### src/rtl/scan_link_receiver.sv
// Serial scanner link receiver: synchronizes the scanner clock/data, assembles
// LSB-first bytes, decodes command frames and hands data bytes to a consumer.
module scan_link_receiver #(
  parameter int TIMEOUT = 64
) (
  input  logic       clk,
  input  logic       rst,
  input  logic       serialClkIn,
  input  logic       serialDataIn,
  input  logic       dataReady,
  output logic       readyToTransferCmd,
  output logic       startScanningCmd,
  output logic       bufferFullCmd,
  output logic [7:0] dataByte,
  output logic       dataValid,
  output logic       badCommand,
  output logic       frameError,
  output logic       overflow,
  output logic [1:0] ps
);

  localparam int IW = $clog2(TIMEOUT + 1);

  typedef enum logic [1:0] {
    HUNT   = 2'b00,
    CMD    = 2'b01,
    DATA   = 2'b10,
    UNUSED = 2'b11
  } state_t;

  state_t          state, state_nx;
  logic            sclk_meta, sclk_sync, sclk_prev;
  logic            sdat_meta, sdat_sync;
  logic [2:0]      bit_cnt, bit_cnt_nx;
  logic [7:0]      shift, shift_nx;
  logic [IW-1:0]   idle, idle_nx;
  logic            link_edge, timeout;
  logic [7:0]      frame;
  logic            ready_nx, start_nx, full_nx, bad_nx, ferr_nx;
  logic            load, drop;

  always_ff @(posedge clk or posedge rst) begin
    if (rst) begin
      sclk_meta <= 1'b0;
      sclk_sync <= 1'b0;
      sclk_prev <= 1'b0;
      sdat_meta <= 1'b0;
      sdat_sync <= 1'b0;
    end else begin
      sclk_meta <= serialClkIn;
      sclk_sync <= sclk_meta;
      sclk_prev <= sclk_sync;
      sdat_meta <= serialDataIn;
      sdat_sync <= sdat_meta;
    end
  end

  // New bit enters at the MSB so that after eight edges bit 0 sits at the LSB.
  assign link_edge = sclk_sync & ~sclk_prev;
  assign frame     = {sdat_sync, shift[7:1]};
  assign timeout   = ((state == CMD) || (state == DATA)) && (idle == IW'(TIMEOUT));

  always_ff @(posedge clk or posedge rst) begin
    if (rst) begin
      state   <= HUNT;
      bit_cnt <= 3'd0;
      shift   <= 8'h00;
      idle    <= '0;
    end else begin
      state   <= state_nx;
      bit_cnt <= bit_cnt_nx;
      shift   <= shift_nx;
      idle    <= idle_nx;
    end
  end

  always_comb begin
    state_nx   = state;
    bit_cnt_nx = bit_cnt;
    shift_nx   = shift;
    idle_nx    = idle;
    ready_nx   = 1'b0;
    start_nx   = 1'b0;
    full_nx    = 1'b0;
    bad_nx     = 1'b0;
    ferr_nx    = 1'b0;
    load       = 1'b0;
    drop       = 1'b0;
    case (state)
      HUNT: begin
        idle_nx = '0;
        if (link_edge) begin
          shift_nx   = frame;
          bit_cnt_nx = bit_cnt + 3'd1;
          state_nx   = CMD;
        end
      end
      CMD, DATA: begin
        // A timeout takes priority over an edge landing in the same cycle.
        if (timeout) begin
          ferr_nx    = 1'b1;
          state_nx   = HUNT;
          bit_cnt_nx = 3'd0;
          idle_nx    = '0;
          shift_nx   = 8'h00;
        end else if (link_edge) begin
          idle_nx    = '0;
          shift_nx   = frame;
          bit_cnt_nx = bit_cnt + 3'd1;
          if (bit_cnt == 3'd7) begin
            state_nx = HUNT;
            if (state == CMD) begin
              case (frame)
                8'd2:    ready_nx = 1'b1;
                8'd3:    start_nx = 1'b1;
                8'd4:    full_nx  = 1'b1;
                8'd7:    state_nx = DATA;
                default: bad_nx   = 1'b1;
              endcase
            end else if (!dataValid || dataReady) begin
              load = 1'b1;
            end else begin
              drop = 1'b1;
            end
          end
        end else begin
          idle_nx = idle + IW'(1);
        end
      end
      default: begin
        state_nx   = HUNT;
        bit_cnt_nx = 3'd0;
        idle_nx    = '0;
      end
    endcase
  end

  always_ff @(posedge clk or posedge rst) begin
    if (rst) begin
      readyToTransferCmd <= 1'b0;
      startScanningCmd   <= 1'b0;
      bufferFullCmd      <= 1'b0;
      badCommand         <= 1'b0;
      frameError         <= 1'b0;
      dataByte           <= 8'h00;
      dataValid          <= 1'b0;
      overflow           <= 1'b0;
    end else begin
      readyToTransferCmd <= ready_nx;
      startScanningCmd   <= start_nx;
      bufferFullCmd      <= full_nx;
      badCommand         <= bad_nx;
      frameError         <= ferr_nx;
      if (load) begin
        dataByte  <= frame;
        dataValid <= 1'b1;
      end else if (dataValid && dataReady) begin
        dataValid <= 1'b0;
      end
      if (drop) overflow <= 1'b1;
    end
  end

  assign ps = state;

endmodule

### config.mk
export PLATFORM = sky130hd
export DESIGN_NAME = scan_link_receiver
export DESIGN_NICKNAME = d
export VERILOG_FILES = /design/src/rtl/scan_link_receiver.sv
export SDC_FILE = /design/constraint.sdc
export NUM_CORES = 1
export LEC_CHECK = 0
export ABC_AREA = 1
export ABC_CLOCK_PERIOD_IN_PS = 4600
export CAP_MARGIN = 15
export CORE_ASPECT_RATIO = 0.5
export CORE_MARGIN = 2
export CORE_UTILIZATION = 40
export CTS_CLUSTER_DIAMETER = 120
export DETAILED_ROUTE_END_ITERATION = 10
export PLACE_DENSITY_LB_ADDON = 0.25
export SYNTH_ARGS = -nofsm -noshare
export SYNTH_HDL_FRONTEND = slang
export SYNTH_SLANG_ARGS = --single-unit
### constraint.sdc
create_clock -name clk -period 4.6 [get_ports clk]
set_input_delay 0.92 -clock clk [delete_from_list [all_inputs] [get_ports clk]]
set_output_delay 0.92 -clock clk [all_outputs]
set_load 0.005 [all_outputs]
==> key figures, run 1 <==
STA
  – Max transition margin: 0.592
  – Worst slew pin tran: 0.612 ns
  – Skew final: 0.00672 ns
  – Setup Viol. Count Final: 0
  – Count of pins over their slew limit: 0
  – RSZ-0062 raised after global routing: no
  – Fmax: 0.461 GHz
  – Final hold violation count: 0
  – TNS Setup: 0 ns
  – Clock period minus worst slack: 2.17 ns
  – Period utilisation layout: 0.471

Floorplan
  – Std-Cell Rows: 16
  – Die area: 4960 um2
  – Overall die height: 50.8 um
  – Top Ports: 22
  – Die width: 97.6 um
  – CORE AREA: 4040 um2
  – Starting Density: 0.433

Global route
  – Congestion Overflow GR: 0
  – Largest net degree at the start of global routing: 24
  – First-pass GRT wire length: 5340 um
  – GRT Util Overall: 0.139
  – Initial antenna violation count: 0
  – Vias in the first global route: 1165

Synthesis
  – Synthesized Nets: 192
  – Seq/Total Area, Yosys: 0.557
  – Mapped Area: 1750 um2
  – Synthesized area per cell: 9.74 um2
  – Yosys warns: 0
  – Yosys cell types: 25
  – Mapped Cells: 180
  – Post-synthesis register bit count: 39

Cells and area
  – Core Util, Final: 0.527
  – Final #Nets: 219
  – Area Overhead vs Synth: 21.6%
  – Layout cells sized above 1: 0.139
  – ANT cells: 0

Hold path
  – Hold path start: sclk_meta
  – Hold path depth: 0
  – Worst min path class: reg2reg
  – Hold path endpoint: sclk_sync

Placement
  – RePlAce Congestion: 0.820
  – IO buf count: 21
  – Post-DP HPWL: 2250 um

CTS
  – H-Tree Level Count: 2
  – # hold bufs at CTS: 0
  – Clock tree from TritonCTS: yes
  – Clock-pin slew on the worst setup and hold paths: 0.08 ns
  – Clock Latency Late Sink: 0.29 ns
  – Post-CTS sizing: 0
  – Clock net sink count: 39
  – CTS buffer count: 5
  – Postcts setup bufs: 0
  – Clk buf depth: 2
  – CTS root buf: clkbuf_8

Setup path
  – Kind of critical path: reg2out
  – Top Family by Delay on Critical Path: buffers and inverters
  – CP Buf/Inv Count: 1
  – Critical path launch point type: flip-flop
  – Critical Path End Type: output port
  – Crit-path cells: clkdlybuf4s50_1
  – Worst r2r dst: shift[5]
  – Worst EP arrival: 1.25 ns
  – R2R cell count: 7
  – Internal reg-to-reg setup slack: 2.78 ns
  – Worst-path maximum fanout: 5
  – Max stage delay cell, worst path: clkdlybuf4s50_1
  – Worst Path Required: 3.68 ns
  – Reg2Reg Launch Point: ps[0]
  – Slowest stage delay, CP: 0.53 ns

Drt
  – Vias after detailed routing: 1238
  – DR DRC count: 0
  – DR vias/cell: 4.73
  – Routed len/inst: 11.7 um
  – Antenna Nets Post-Route: 0
  – Drt initial violations: 36
  – Final WL: 3070 um
  – First-pass DRT Iterations: 4

Power and ir drop
  – Max VDD drop: 134 uV
  – P_leak: 0.000999 uW
  – P per Cell Area: 464 nW/um2

Flow run
  – Maxcap violations: 0

Run status
  – Status: completed
[final cells by class]
type	count	area [um2]
Fill cell	376	1910
Inverter	27	101
Multi-Input combinational cell	112	651
Clock inverter	2	35.0
Tap cell	54	67.6
Sequential cell	39	976
Timing Repair Buffer	22	218
Clock buffer	6	82.6
[metal layers]
metal / GRT usage / routed length, um / vias to the layer above
met4: 0.0810 / 63 / 0
met5: 0 / 0 / -
met2: 0.210 / 1390 / 16
li1: - / - / 635
met1: 0.181 / 1520 / 579
met3: 0.0410 / 101 / 8
[report_power, final]
part / leakage, uW / internal, uW / switching [uW]
Combinational: 0.000438 / 118 / 123
Sequential: 0.000499 / 405 / 46.9
Clock: 0.0000612 / 176 / 121
Total: 0.000999 / 699 / 291
[worst max-delay path by stage]
stage                   start           to  slack, ns  depth (start not counted)
floorplan                 rst   badCommand       2.79                          1
global placement    dataReady  dataByte[2]       2.29                          6
detailed placement  dataReady  dataByte[2]       2.25                          6
CTS                     ps[0]        ps[0]       2.42                          1
global route            ps[0]        ps[0]       2.39                          1
finish                  ps[0]        ps[0]       2.43                          1
[sequential cells by signal (all words and copies together), names as in the netlist, 2 cells and up]
name	flops
dataByte	8
bit_cnt	3
ps	2
shift	7
idle	7
[cells by family (layout without fill, tap and decap cells)]
kind of cell             count (synthesis)  count (layout)  synth area share
AO/OA/AOI/OAI                           20              20            0.0885
XOR/XNOR                                 2               2           0.00999
adder cells (fa/ha/maj)                  7               7            0.0500
buffers and inverters                   29              57            0.0721
flip-flops                              39              39             0.557
AND/OR/NAND/NOR                         83              83             0.223
[through the flow]
| step | worst slack (ns) | total power [uW] | cell area, um2 | hold slack [ns] | std cells |
|---|---|---|---|---|---|
| CTS | 2.42 | 1000 | 2130 | 0.354 | 262 |
| global route | 2.39 | 1050 | 2130 | 0.359 | 262 |
| floorplan | 2.79 | 600 | 1750 | 0.331 | 180 |
| global placement | 2.29 | 693 | 2010 | 0.333 | 254 |
| finish | 2.43 | 989 | 2130 | 0.352 | 262 |
| detailed placement | 2.25 | 703 | 2010 | 0.336 | 254 |
[cell usage in the layout, fill, tap and decap left out, drive strengths merged]
master,Yosys,routed
inv,27,27
nor3b,1,1
a211oi,7,7
bufinv,0,1
nand2,28,28
clkinv,0,1
nor3,10,10
nor2,31,31
nand4,4,4
o21ai,10,10
nand3,7,7
clkbuf,0,6
clkdlybuf4s50,0,21
ha,7,7
nand3b,1,1
a31o,1,1
a21oi,2,2
dfrtp,39,39
buf,2,1
and3,1,1
xnor2,2,2
[cell usage after synthesis (all sizes together)]
master  instances  share of area
xnor2           2          0.010
nand3b          1         0.0043
ha              7          0.050
nand2          28          0.067
a21oi           2         0.0057
o21ai          10          0.048
a211oi          7          0.030
nor3           10          0.029
buf             2          0.014
inv            27          0.058
dfrtp          39           0.56
nor2           31          0.074
a31o            1         0.0050
and3            1         0.0036
nand3           7          0.027
nor3b           1         0.0043
nand4           4          0.014
No activity file was read; power rests on OpenSTA's default activity.
==> inputs of run 2 (changes only) <==
--- a/config.mk
+++ b/config.mk
@@ -6,7 +6,7 @@
 export NUM_CORES = 1
 export LEC_CHECK = 0
 export ABC_AREA = 1
-export ABC_CLOCK_PERIOD_IN_PS = 4600
+export ABC_CLOCK_PERIOD_IN_PS = 1800
 export CAP_MARGIN = 15
 export CORE_ASPECT_RATIO = 0.5
 export CORE_MARGIN = 2
==> constraint.sdc (replaced) <==
create_clock -name clk -period 1.8 [get_ports clk]
set_input_delay 0.36 -clock clk [delete_from_list [all_inputs] [get_ports clk]]
set_output_delay 0.36 -clock clk [all_outputs]
set_load 0.005 [all_outputs]
==> run 2 against run 1 <==
Compared with the run above: hold slack worse by 0.00083 ns; clock skew increased by 0.0023 ns; sequential share of layout area decreased by 0.45 points; largest power group unchanged; sequential cell count stayed put; first-iteration DRC count grew 47%; highest routed layer unchanged; cell area rose by 1.1%; power grew 140%; core utilization is 0.59 points higher.
==> key figures, run 2 (same netlist as run 1, synthesis figures left out) <==
Cells and area
  – Register area: 977 um2 (+0.13%)
  – Most frequent cells in the layout: 38 x dfrtp_1, 28 x nor2_1, 24 x inv_1, 24 x nand2_1, 21 x clkdlybuf4s50_1
  – Max reg flops: 8 (unchanged)
  – Layout cells sized above 1: 0.162 (+0.0225)
  – Area occupied by multi-input gates: 676 um2 (+3.8%)
  – Filler cells: 375 (-0.27%)
  – Commonest non-fill, non-tap cell in the layout: dfrtp_1
  – ANT cells: 0 (unchanged)
  – Final #Nets: 222 (+1.4%)
  – Largest Register: dataByte
  – Area Overhead vs Synth: 22.9%
  – Largest regs: dataByte: 8 flops, idle: 7 flops, shift: 7 flops

STA
  – Setup Viol. Count Final: 0 (unchanged)
  – RSZ-0062 raised after global routing: no
  – Clock period minus worst slack: 1.63 ns
  – Worst slew pin tran: 0.428 ns (-0.184 ns)
  – Max transition margin: 0.712 (+0.121)
  – Fmax: 0.614 GHz
  – Period utilisation layout: 0.904
  – Final WS setup: 0.172 ns (-2.26 ns)
  – Skew final: 0.00900 ns (+0.00229 ns)
  – Count of pins over their slew limit: 0 (unchanged)
  – Worst hold slack: 0.351 ns (-0.000833 ns)
  – Final hold violation count: 0 (unchanged)

Placement
  – IO buf count: 21 (unchanged)
  – Pre-CTS WS: -0.0171 ns (-2.26 ns)
  – Post-DP HPWL: 2270 um (+0.81%)
  – RePlAce Congestion: 0.837 (+2.0%)

CTS
  – Postcts setup bufs: 0 (unchanged)
  – CTS buffer count: 5 (unchanged)
  – CTS root buf: clkbuf_8
  – Clock tree from TritonCTS: yes
  – H-Tree Level Count: 2 (unchanged)
  – Clock Latency Late Sink: 0.29 ns (about the same)
  – Clock-pin slew on the worst setup and hold paths: 0.07 ns (about the same)
  – Clk buf depth: 2 (unchanged)
  – Clock net sink count: 39 (unchanged)

Run status
  – Status: completed

Drt
  – Routed len/inst: 12.1 um (+3.2%)
  – Antenna Nets Post-Route: 0 (unchanged)
  – First-pass DRT Iterations: 4 (unchanged)
  – Final WL: 3190 um (+4.0%)
  – Drt initial violations: 53 (+47%)
  – DR vias/cell: 4.86 (+2.8%)
  – Vias after detailed routing: 1282 (+3.6%)
  – DR DRC count: 0 (unchanged)

Power and ir drop
  – Clock network fraction of design power: 0.247 (-0.053)
  – Comb pwr share: 0.273 (+0.029)
  – P_leak: 0.00100 uW (about the same)
  – Sequential Power Share: 0.480 (+0.024)
  – P per Cell Area: 1120 nW/um2 (+140%)
  – Max VDD drop: 333 uV (+150%)
  – Internal cell power: 1660 uW (+140%)
  – Switching Fraction: 0.310 (+0.0163)
  – Psw: 746 uW (+160%)

Setup path
  – Kind of critical path: reg2reg
  – Worst-path maximum fanout: 9 (+4)
  – Critical Path End Type: flip-flop
  – R2R cell count: 10 (+3)
  – Internal reg-to-reg setup slack: 0.17 ns (-2.61 ns)
  – Worst Path Required: 1.98 ns (-1.70 ns)
  – Worst EP arrival: 1.81 ns (+0.56 ns)
  – Critical path launch point type: flip-flop

Global route
  – First-pass GRT wire length: 5420 um (+1.4%)
  – GRT Util Overall: 0.140 (+0.00135)
  – Vias in the first global route: 1226 (+5.2%)
  – Largest net degree at the start of global routing: 40 (+67%)
  – Initial antenna violation count: 0 (unchanged)
  – Congestion Overflow GR: 0 (unchanged)

Floorplan
  – Starting Density: 0.433 (unchanged)
  – Std-Cell Rows: 16 (unchanged)
  – Top Ports: 22 (unchanged)
  – Overall die height: 50.8 um (unchanged)
  – Die width: 97.6 um (unchanged)
  – Die area: 4960 um2 (unchanged)
  – CORE AREA: 4040 um2 (unchanged)

Hold path
  – Hold path depth: 0 (unchanged)
  – Worst min path class: reg2reg

Flow run
  – Maxcap violations: 0 (unchanged)
==> run 2: cell types whose count changed in the layout (fill, tap and decap cells not counted) <==
cell and delta:
nand3_4 +1, dfrtp_1 -1, buf_12 +1, buf_4 +1, nand2_2 +1, nor3_1 -1
dfrtp_2 +1, nor3_2 +1, bufinv_16 -1, nand2_1 -1
==> run 2: what timing repair did <==
action	CTS	global route
hold buffers	0	0
endpoints found under the setup margin	0	9
resized for setup	0	4
==> run 2: final timing paths <==
| path | to | start |
|---|---|---|
| worst max-delay path | dataByte[0] | ps[1] |
| worst min-delay path | sdat_sync | sdat_meta |
| worst max register to register | dataByte[0] | ps[1] |
| worst min register to register | sdat_sync | sdat_meta |
| max in group asynchronous | ps[0] | rst |
| min in group asynchronous | shift[4] | rst |
==> run 2: layout make-up <==
class	count	area share
Clock inverter	1	0.00232
Sequential cell	39	0.454
Multi-Input combinational cell	113	0.314
Clock buffer	6	0.0383
Tap cell	54	0.0314
Timing Repair Buffer	24	0.114
Inverter	27	0.0470
==> run 2: metal layers <==
metal / GRT usage / vias up / routed length (um)
met4: 0.0579 / 0 / 42
met1: 0.168 / 618 / 1470
li1: - / 637 / -
met3: 0.0451 / 5 / 136
met5: 0 / - / 0
met2: 0.240 / 22 / 1540
==> run 2: through the flow <==
stage	std cells	util	setup TNS, ns	area (um2)	power, uW
2_1_floorplan	180	-	0	1750	1530
3_3_place_gp	256	0.505	0	2040	1780
3_5_place_dp	256	0.505	-0.0269	2040	1810
4_1_cts	263	0.526	0	2130	2410
5_1_grt	264	0.533	0	2150	2580
6_report	264	0.533	0	2150	2400
==> run 2: worst max-delay path, stage by stage, from the launching register on <==
cell     delay (ns)
dfrtp_1        0.40
inv_1          0.08
ha_1           0.29
nand2_1        0.08
nor2_2         0.05
nand2_4        0.08
nand2_2        0.07
inv_2          0.14
nand3_4        0.15
nand2_1        0.12
o21ai_2        0.06
==> run 2: power groups by stage <==
stage	Clock, uW	Combinational (uW)	Sequential, uW
3_5_place_dp	0	642	1170
3_3_place_gp	0	621	1160
5_1_grt	656	743	1180
2_1_floorplan	0	377	1160
4_1_cts	612	646	1150
6_report	595	656	1150
==> inputs of run 3 (changes only) <==
--- a/config.mk
+++ b/config.mk
@@ -13,7 +13,6 @@
 export CORE_UTILIZATION = 40
 export CTS_CLUSTER_DIAMETER = 120
 export DETAILED_ROUTE_END_ITERATION = 10
-export PLACE_DENSITY_LB_ADDON = 0.25
 export SYNTH_ARGS = -nofsm -noshare
 export SYNTH_HDL_FRONTEND = slang
 export SYNTH_SLANG_ARGS = --single-unit
==> run 3 against run 2 <==
Compared with the run above: non-clock buffer count grew 1; via count shrank 2.1%; clock power is essentially flat; clock-buffer cell count did not move; critical path depth is the same; global-route usage down 0.61 points; power rose by 0.17%; critical path type unchanged; register-to-register slack lost 0.02 ns; hold slack worse by 0.00086 ns; sequential cell count unchanged; die area is the same; highest routed layer unchanged; wire length fell by 4.9%.
==> key figures, run 3 (same netlist as run 1, synthesis figures left out) <==
Cells and area
  – Final Instance Area: 2150 um2 (-0.29%)
  – Filler cells: 384 (+2.4%)
  – Area Overhead vs Synth: 22.6%
  – Layout cells sized above 1: 0.161 (-0.000767)
  – Commonest non-fill, non-tap cell in the layout: dfrtp_1
  – ANT cells: 0 (unchanged)
  – Final #Nets: 223 (+0.45%)
  – Largest regs: dataByte: 8 flops, idle: 7 flops, shift: 7 flops
  – Max reg flops: 8 (unchanged)
  – Most frequent cells in the layout: 39 x dfrtp_1, 28 x nor2_1, 24 x inv_1, 24 x nand2_1, 21 x clkdlybuf4s50_1
  – Largest Register: dataByte
  – Area occupied by multi-input gates: 676 um2 (unchanged)
  – Register area: 976 um2 (-0.13%)

Drt
  – Routed len/inst: 11.4 um (-5.2%)
  – Vias after detailed routing: 1255 (-2.1%)
  – Drt initial violations: 46 (-13%)
  – Antenna Nets Post-Route: 0 (unchanged)
  – DR DRC count: 0 (unchanged)
  – Final WL: 3030 um (-4.9%)
  – DR vias/cell: 4.74 (-2.5%)
  – First-pass DRT Iterations: 4 (unchanged)

Setup path
  – Kind of critical path: reg2reg
  – Internal reg-to-reg setup slack: 0.15 ns (-0.02 ns)
  – Critical path launch point type: flip-flop
  – Critical Path End Type: flip-flop
  – Critical Path Most Common Cell: nand2_1
  – Reg2Reg Launch Point: ps[0]
  – Crit-path cells: inv_1 -> ha_1 -> nand2_1 -> nor2_2 -> nand2_4 -> nand2_2 -> inv_2 -> nand3_4 -> nand2_1 -> o21ai_2
  – CP Capture Point: dataByte[2]
  – R2R cell count: 10 (unchanged)
  – Worst EP arrival: 1.83 ns (+0.02 ns)
  – Slowest stage delay, CP: 0.43 ns (+0.03 ns)
  – Worst r2r dst: dataByte[2]
  – Crit. Startpoint: ps[0]
  – Worst Path Required: 1.98 ns (about the same)
  – Max stage delay cell, worst path: dfrtp_1
  – Worst-path maximum fanout: 9 (unchanged)

Global route
  – Initial antenna violation count: 0 (unchanged)
  – Largest net degree at the start of global routing: 40 (unchanged)
  – Congestion Overflow GR: 0 (unchanged)
  – GRT Util Overall: 0.134 (-0.00608)
  – First-pass GRT wire length: 5090 um (-6.0%)
  – Vias in the first global route: 1138 (-7.2%)

Power and ir drop
  – Max VDD drop: 390 uV (+17%)
  – P per Cell Area: 1120 nW/um2 (+0.46%)
  – P_leak: 0.00100 uW (+0.18%)

STA
  – Skew final: 0.00320 ns (-0.00581 ns)
  – Fmax: 0.605 GHz (-1.5%)
  – Period utilisation layout: 0.918 (+0.0133)
  – Max transition margin: 0.675 (-0.0370)
  – RSZ-0062 raised after global routing: no
  – TNS Setup: 0 ns (unchanged)
  – Setup Viol. Count Final: 0 (unchanged)
  – Final hold violation count: 0 (unchanged)
  – Final WS setup: 0.148 ns (-0.0240 ns)
  – Worst slew pin tran: 0.487 ns (+0.0588 ns)
  – Count of pins over their slew limit: 0 (unchanged)
  – Clock period minus worst slack: 1.65 ns (+0.0240 ns)

Floorplan
  – Std-Cell Rows: 16 (unchanged)
  – Die width: 97.6 um (unchanged)
  – Top Ports: 22 (unchanged)
  – CORE AREA: 4040 um2 (unchanged)
  – Starting Density: 0.433 (unchanged)
  – Die area: 4960 um2 (unchanged)
  – Overall die height: 50.8 um (unchanged)

CTS
  – H-Tree Level Count: 2 (unchanged)
  – Postcts setup bufs: 0 (unchanged)
  – Clock Latency Late Sink: 0.29 ns (about the same)
  – Clock net sink count: 39 (unchanged)
  – CTS root buf: clkbuf_8
  – CTS buffer count: 5 (unchanged)
  – Clock-pin slew on the worst setup and hold paths: 0.07 ns (about the same)
  – Clock tree from TritonCTS: yes
  – Clk buf depth: 2 (unchanged)

Hold path
  – Worst min path class: reg2reg
  – Hold path depth: 0 (unchanged)

Placement
  – RePlAce Congestion: 0.731 (-13%)
  – Pre-CTS WS: 0.0145 ns (+0.0316 ns)
  – IO buf count: 21 (unchanged)
  – Post-DP HPWL: 2080 um (-8.3%)
  – Post-Place Cell Area: 2040 um2 (-0.25%)

Flow run
  – Maxcap violations: 0 (unchanged)

Run status
  – Status: completed
## run 3: cell count changes in the layout (fill, tap and decap cells not counted)
cell | previous run | this run
buf_12 | 1 | 0
dfrtp_1 | 38 | 39
buf_4 | 2 | 4
dfrtp_2 | 1 | 0
## run 3: where the power goes
group | internal, uW | switching (uW)
combinational | 327 | 330
sequential | 1030 | 117
clock | 301 | 298
total | 1660 | 746
## run 3: how the worst min path moves through the flow
| stage | startpoint | to |
|---|---|---|
| floorplan | sclk_meta | sclk_sync |
| global placement | sclk_meta | sclk_sync |
| detailed placement | sdat_meta | sdat_sync |
| CTS | sdat_meta | sdat_sync |
| global route | sclk_meta | sclk_sync |
| finish | sdat_meta | sdat_sync |
## run 3: worst max-delay path, delay by kind of cell, from the launching register on
kind	cells	cell delay (ns)
adder cells (fa/ha/maj)	1	0.30
flip-flops	1	0.43
AND/OR/NAND/NOR	6	0.53
buffers and inverters	2	0.20
AO/OA/AOI/OAI	1	0.06
## run 3: timing repair
| action | CTS | global route |
|---|---|---|
| setup endpoints to repair | 0 | 8 |
| hold buffers | 0 | 0 |
| gates resized for setup | 0 | 3 |
## run 3: per-stage QoR
stage | hold WS, ns | util | total power (uW) | cells
detailed placement | 0.335 | 0.503 | 1810 | 257
CTS | 0.352 | 0.525 | 2420 | 264
global placement | 0.333 | 0.503 | 1790 | 257
floorplan | 0.331 | - | 1530 | 180
global route | 0.365 | 0.531 | 2580 | 265
finish | 0.350 | 0.531 | 2410 | 265
## run 3: cell type report
cell class,count,share of cell area
Multi-Input combinational cell,113,0.315
Clock buffer,6,0.0384
Tap cell,54,0.0315
Clock inverter,1,0.00233
Timing Repair Buffer,25,0.112
Inverter,27,0.0472
Sequential cell,39,0.454
## run 3: per-layer routing
metal  global-route usage  share of wire
met5                    0              0
met4               0.0625          0.021
met3               0.0451          0.050
met2                0.199           0.43
met1                0.180           0.50
